File: src/rtl/raw8_axis_pack64_if.sv
// AXI4-Stream bundle shared by the RAW8 byte input and the 64-bit packed output.
// Byte-wide sinks have no use for tkeep, so the slave view leaves it out.
interface raw8_axis_pack64_if #(
   parameter int DATA_W = 8
) ();
   localparam int KEEP_W = (DATA_W + 7) / 8;

   logic              tvalid;
   logic              tready;
   logic [DATA_W-1:0] tdata;
   logic [KEEP_W-1:0] tkeep;
   logic              tlast;
   logic              tuser;

   modport master (output tvalid, tdata, tkeep, tlast, tuser, input tready);
   modport slave  (input tvalid, tdata, tlast, tuser, output tready);
endinterface

File: src/rtl/raw8_axis_pack64.sv
// Packs a RAW8 byte stream into 64-bit little-endian beats, checks frame length,
// and resynchronises on tuser after any framing error.
module raw8_axis_pack64 #(
   parameter int FRAME_BYTES = 512,
   parameter int CNT_W       = 16
) (
   input  logic                 clk,
   input  logic                 rst_n,
   raw8_axis_pack64_if.slave    s_axis,
   raw8_axis_pack64_if.master   m_axis,
   output logic                 frame_done,
   output logic                 len_err,
   output logic [CNT_W-1:0]     frame_cnt
);
   localparam int BC_W = (FRAME_BYTES > 1) ? $clog2(FRAME_BYTES) : 1;
   localparam logic [BC_W-1:0] LAST_CNT = BC_W'(FRAME_BYTES - 1);

   typedef enum logic {SYNC, ACTIVE} state_t;

   state_t          state;
   logic [2:0]      idx;
   logic [BC_W-1:0] byte_cnt;
   logic [63:0]     acc;
   logic            user_pend;

   logic [63:0]     data_reg;
   logic [7:0]      keep_reg;
   logic            valid_reg;
   logic            last_reg;
   logic            user_reg;

   logic            start;
   logic            drop;
   logic            at_end;
   logic            closes;
   logic            ends_frame;
   logic            acc_en;
   logic [2:0]      lane;
   logic [BC_W-1:0] cnt_eff;
   logic [63:0]     acc_next;

   // A tuser byte always restarts at lane 0, whether we were hunting or mid-frame.
   assign start      = s_axis.tuser;
   assign drop       = (state == SYNC) && !s_axis.tuser;
   assign lane       = start ? 3'd0 : idx;
   assign cnt_eff    = start ? '0 : byte_cnt;
   assign at_end     = (cnt_eff == LAST_CNT);
   assign ends_frame = s_axis.tlast || at_end;
   assign closes     = !drop && ((lane == 3'd7) || ends_frame);
   assign acc_en     = s_axis.tvalid && s_axis.tready;

   assign s_axis.tready = !(closes && valid_reg && !m_axis.tready);

   for (genvar gi = 0; gi < 8; gi++) begin : g_lane
      assign acc_next[8*gi +: 8] = (lane == 3'(gi)) ? s_axis.tdata
                                 : (start ? 8'h00 : acc[8*gi +: 8]);
   end

   always_ff @(posedge clk or negedge rst_n) begin
      if (!rst_n) begin
         state      <= SYNC;
         idx        <= '0;
         byte_cnt   <= '0;
         acc        <= '0;
         user_pend  <= 1'b0;
         data_reg   <= '0;
         keep_reg   <= '0;
         valid_reg  <= 1'b0;
         last_reg   <= 1'b0;
         user_reg   <= 1'b0;
         frame_done <= 1'b0;
         len_err    <= 1'b0;
         frame_cnt  <= '0;
      end else begin
         frame_done <= 1'b0;
         len_err    <= 1'b0;
         if (valid_reg && m_axis.tready) begin
            valid_reg <= 1'b0;
         end
         if (acc_en && !drop) begin
            if (closes) begin
               valid_reg <= 1'b1;
               data_reg  <= acc_next;
               keep_reg  <= 8'hFF >> (3'd7 - lane);
               last_reg  <= ends_frame;
               user_reg  <= start || user_pend;
               acc       <= '0;
               idx       <= '0;
               user_pend <= 1'b0;
               if (ends_frame) begin
                  state    <= SYNC;
                  byte_cnt <= '0;
                  if (s_axis.tlast && at_end) begin
                     frame_done <= 1'b1;
                     frame_cnt  <= frame_cnt + 1'b1;
                  end else begin
                     len_err <= 1'b1;
                  end
               end else begin
                  state    <= ACTIVE;
                  byte_cnt <= cnt_eff + 1'b1;
               end
            end else begin
               acc       <= acc_next;
               idx       <= lane + 3'd1;
               byte_cnt  <= cnt_eff + 1'b1;
               state     <= ACTIVE;
               user_pend <= start || user_pend;
            end
            // Restarting on tuser mid-frame abandons the partial frame.
            if (start && state == ACTIVE) begin
               len_err <= 1'b1;
            end
         end
      end
   end

   assign m_axis.tvalid = valid_reg;
   assign m_axis.tdata  = data_reg;
   assign m_axis.tkeep  = keep_reg;
   assign m_axis.tlast  = last_reg;
   assign m_axis.tuser  = user_reg;
endmodule

File: src/flat_wrapper.sv
// flat-port wrapper written by rule: the top's interface ports become plain ports
module raw8_axis_pack64_flat 
#(
   parameter int FRAME_BYTES = 512,
   parameter int CNT_W       = 16
)
  (clk, rst_n, frame_done, len_err, frame_cnt, s_axis_tvalid, s_axis_tdata, s_axis_tlast, s_axis_tuser, s_axis_tready, m_axis_tvalid, m_axis_tdata, m_axis_tkeep, m_axis_tlast, m_axis_tuser, m_axis_tready);
  raw8_axis_pack64_if #(.DATA_W(8)) s_axis_i ();
  raw8_axis_pack64_if #(.DATA_W(64)) m_axis_i ();
  input  logic clk;
  input  logic rst_n;
  output logic frame_done;
  output logic len_err;
  output logic [CNT_W-1:0] frame_cnt;
  input wire logic [$bits(s_axis_i.tvalid)-1:0] s_axis_tvalid;
  input wire logic [$bits(s_axis_i.tdata)-1:0] s_axis_tdata;
  input wire logic [$bits(s_axis_i.tlast)-1:0] s_axis_tlast;
  input wire logic [$bits(s_axis_i.tuser)-1:0] s_axis_tuser;
  output wire logic [$bits(s_axis_i.tready)-1:0] s_axis_tready;
  output wire logic [$bits(m_axis_i.tvalid)-1:0] m_axis_tvalid;
  output wire logic [$bits(m_axis_i.tdata)-1:0] m_axis_tdata;
  output wire logic [$bits(m_axis_i.tkeep)-1:0] m_axis_tkeep;
  output wire logic [$bits(m_axis_i.tlast)-1:0] m_axis_tlast;
  output wire logic [$bits(m_axis_i.tuser)-1:0] m_axis_tuser;
  input wire logic [$bits(m_axis_i.tready)-1:0] m_axis_tready;
  assign s_axis_i.tvalid = s_axis_tvalid;
  assign s_axis_i.tdata = s_axis_tdata;
  assign s_axis_i.tlast = s_axis_tlast;
  assign s_axis_i.tuser = s_axis_tuser;
  assign s_axis_tready = s_axis_i.tready;
  assign m_axis_tvalid = m_axis_i.tvalid;
  assign m_axis_tdata = m_axis_i.tdata;
  assign m_axis_tkeep = m_axis_i.tkeep;
  assign m_axis_tlast = m_axis_i.tlast;
  assign m_axis_tuser = m_axis_i.tuser;
  assign m_axis_i.tready = m_axis_tready;
  raw8_axis_pack64 #(.FRAME_BYTES(FRAME_BYTES), .CNT_W(CNT_W)) u_core (.clk(clk), .rst_n(rst_n), .s_axis(s_axis_i), .m_axis(m_axis_i), .frame_done(frame_done), .len_err(len_err), .frame_cnt(frame_cnt));
endmodule
File: config.mk
export PLATFORM = sky130hd
export DESIGN_NAME = raw8_axis_pack64_flat
export DESIGN_NICKNAME = d
export VERILOG_FILES = /design/src/rtl/raw8_axis_pack64_if.sv /design/src/rtl/raw8_axis_pack64.sv /design/src/flat_wrapper.sv
export SDC_FILE = /design/constraint.sdc
export NUM_CORES = 1
export LEC_CHECK = 0
export ABC_AREA = 1
export BUFFER_PORTS_ARGS = -buffer_cell sky130_fd_sc_hd__clkbuf_2
export CORE_MARGIN = 2
export CORE_UTILIZATION = 52
export DETAILED_ROUTE_END_ITERATION = 10
export GPL_ROUTABILITY_DRIVEN = 0
export PLACE_DENSITY = 0.77
export SLEW_MARGIN = 10
export SYNTH_ARGS = -nofsm -noshare
export SYNTH_HDL_FRONTEND = slang
export SYNTH_SLANG_ARGS = --single-unit
export TNS_END_PERCENT = 1
File: constraint.sdc
create_clock -name clk -period 2.66 [get_ports clk]
set_input_delay 0.532 -clock clk [delete_from_list [all_inputs] [get_ports clk]]
set_output_delay 0.532 -clock clk [all_outputs]
set_load 0.05 [all_outputs]
==> run_results.csv <==
group,metric,value,unit
status,status,"finished clean",
sta,rsz0062_at_grt,"true",
floorplanning,pin_count,108,
place,dp_cells,1216,
synth,synth.top_cell.area_share,0.544,
finish,nFillCells,1198,
synth,synth_edf_count,0,
global_routing,grt_pass1_wl,31800,µm
power_and_ir_drop,p_switching,2.37,mW
clock_network,cts_tree,"built",
finish,final_cell_count_no_fill,1253,
synth,synthFlopType,"dfrtp_1",
clock_network,clock_sinks,171,
synth,syn_inst,938,
power_and_ir_drop,p_seq_frac,0.421,
clock_network,cts_buffers,17,
synth,synthTopCellsByCount,"302 x nand2_1, 171 x dfrtp_1, 114 x o21ai_0",
sta,relSlewSlack,0.540,
global_routing,grt_usage,0.248,
power_and_ir_drop,p_sw_frac,0.333,
power_and_ir_drop,p_comb_frac,0.219,
worst_setup_path,slowest_stage,"dfrtp_1",
routing,via_per_inst,5.38,
synth,ys_seq_area_frac,0.544,
finish,nets,1083,
routing,firstDrtPassIters,8,
synth,synth_nets,965,
synth,yosys_warnings,0,
worst_setup_path,worstPathRequired,2130,ps
sta,max_freq,380,MHz
clock_network,cts-root-buf,"clkbuf_16",
routing,wl_per_cell,15.5,µm
sta,setup_violations,0,
sta,hold_viol_final,0,
finish,areaGrowthSynthToFinish,20.8,%
sta,fin_ws,28.8,ps
finish,diodes,0,
clock_network,path_clk_slew,70,ps
synth,yosys-top-cells-area,"dfrtp_1 54%, nand2_1 14%, o21ai_0 7.3%",
routing,drt_iter0_markers,651,
sta,fin_crit,2630,ps
place,pre_cts_ws,-38.8,ps
synth,synthMostInstantiatedCell,"nand2_1",
sta,finalCritPeriodShare,0.989,
worst_setup_path,arrival,2100,ps
routing,drc,0,
synth,syn_area,7860,µm²
global_routing,antenna_found_initial,0,
floorplanning,die_x,127,µm
worst_setup_path,critPathKind,"reg -> out",
sta,drv_slew,0,
worst_setup_path,cp_cell_sequence,"inv_2 -> nor2_4 -> ha_4 -> nand4_1 -> nor2_1 -> ha_2 -> inv_2 -> ha_4 -> nand2_4 -> nand3_4 -> clkbuf_16",
routing,ant_nets,0,
finish,multi_input_area,3040,µm²
power_and_ir_drop,vdd_drop_max,0.480,mV
power_and_ir_drop,internal_power,4.74,mW
global_routing,grt_max_degree,71,
synth,synth_top_cell_by_area,"dfrtp_1",
routing,wl,19400,µm
floorplanning,die_h,127,µm
sta,worst_pin_slew,691,ps
place,port-buffer-count,107,
synth,syn_area_per_cell,8.38,µm²
worst_setup_path,path_max_fanout,3,
clock_network,htreeDepth,4,
clock_network,clk_latency,420,ps
sta,fin_worst_skew,8.96,ps
place,dp_hpwl,12900,µm
power_and_ir_drop,pwr-share-clk,0.359,
floorplanning,core,14600,µm²
worst_setup_path,crit_path_end_kind,"primary output",
power_and_ir_drop,power_density,748,nW/µm²
clock_network,clockBufferDepth,2,
global_routing,grt.overflow.total,0,
synth,async_flop_share,1.00,
synth,yosysUniqueCellTypes,28,
min_path,holdCritPathClass,"in -> async",
synth,synth-seq-cells,171,
floorplanning,start_util,0.537,
power_and_ir_drop,total_power,7.10,mW
finish,drive_above_1_share,0.191,
finish,seqCellArea,4280,µm²
job,cap_viol_max_count,0,
clock_network,hold_buffers,0,
worst_setup_path,cp-start-kind,"flop",
routing,vias,6741,
power_and_ir_drop,power_leakage,4.67,nW
floorplanning,fp-row-count,44,
global_routing,grt_pass1_vias,6270,
worst_setup_path,slowest_delay,360,ps
floorplanning,die_area,16100,µm²
## final timing paths
check                      slack (ps)                            from  depth (start not counted)                                  end
min in group clk                  320                   m_axis_tready                          2       u_core.m_axis.tvalid$_DFF_PN0_
setup reg to reg                  200  u_core.byte_cnt[0]$_DFFE_PN0P_                         16   u_core.m_axis.tkeep[0]$_DFFE_PN0P_
setup / recovery                   30  u_core.byte_cnt[0]$_DFFE_PN0P_                         11                        s_axis_tready
hold / removal                    110                           rst_n                          1  u_core.m_axis.tdata[18]$_DFFE_PN0P_
max in group asynchronous        1760                           rst_n                          2       u_core.byte_cnt[5]$_DFFE_PN0P_
hold reg to reg                   480      u_core.acc[46]$_DFFE_PN0P_                          2           u_core.acc[46]$_DFFE_PN0P_
## sequential cells by signal (all words and copies together) (netlist names)
name,count
u_core.acc,64
u_core.m_axis.tdata,64
u_core.frame_cnt,16
u_core.byte_cnt,9
u_core.m_axis.tkeep,8
u_core.idx,3
u_core.frame_done,1
u_core.len_err,1
u_core.m_axis.tlast,1
u_core.m_axis.tuser,1
u_core.m_axis.tvalid,1
u_core.state,1
u_core.user_pend,1
## kinds of logic (layout without fill, tap and decap cells)
kind of cell	Yosys count	count (layout)	synth area share
compound gates	191	191	0.127
xor+xnor	9	9	0.0100
flops	171	171	0.544
simple gates	422	422	0.222
buf+inv	132	263	0.0756
fa+ha+maj	13	13	0.0207
## cells in the final DEF, fill, tap and decap left out, drive strengths merged, types with 5 or more instances in the layout
cell / Yosys / routed
inv: 84 / 87
nor2: 39 / 39
xnor2: 5 / 5
buf: 31 / 40
a22oi: 16 / 16
clkbuf: 16 / 127
o21ai: 170 / 170
nand3: 68 / 68
clkinv: 1 / 5
dfrtp: 171 / 171
ha: 13 / 13
nand2: 306 / 306
nand4: 8 / 8
## stage by stage
| stage | cell area (µm²) | util | TNS [ps] | hold slack [ps] |
|---|---|---|---|---|
| floorplan | 7930 | - | -2120 | 236 |
| global placement | 8810 | 0.602 | 0 | 462 |
| detailed placement | 8810 | 0.602 | -404 | 466 |
| CTS | 9460 | 0.646 | 0 | 146 |
| global route | 9500 | 0.649 | -97.7 | 164 |
| finish | 9500 | 0.649 | 0 | 106 |
## area by class of cell
cell class	count	area share
clock buffer	21	0.0506
clock inverter	11	0.0140
inverter	85	0.0336
multi-input combinational	635	0.320
sequential	171	0.451
tap	184	0.0242
timing repair buffer	146	0.107
## routing by layer
metal | wire [µm] | share of wire | GRT usage | up-vias
li1 | - | - | - | 3259
met1 | 8670 | 0.45 | 0.355 | 3222
met2 | 9150 | 0.47 | 0.384 | 233
met3 | 1150 | 0.059 | 0.0485 | 27
met4 | 427 | 0.022 | 0.0840 | 0
met5 | 0 | 0 | 0 | -
## timing repair
item,4_1_cts,5_1_grt
endpoints found under the hold margin,0,0
resized for setup,3,6
endpoints found under the setup margin,1,1
setup buffers,2,3
pin swaps,2,5
## power by group through the flow
stage / combinational [mW] / sequential (mW) / clock (mW)
finish: 1.56 / 2.99 / 2.55
global route: 1.69 / 3.02 / 2.70
CTS: 1.55 / 2.99 / 2.57
detailed placement: 1.53 / 3.04 / 0
global placement: 1.50 / 3.03 / 0
floorplan: 0.541 / 3.55 / 0
## critical path, delay by kind of cell, from the launching register on
kind	cells	cell delay [ps]
and+or+nand+nor	5	530
adders and majority gates	3	510
DFF	1	360
buffers and inverters	3	300
Power figures use the tool's default switching activity.
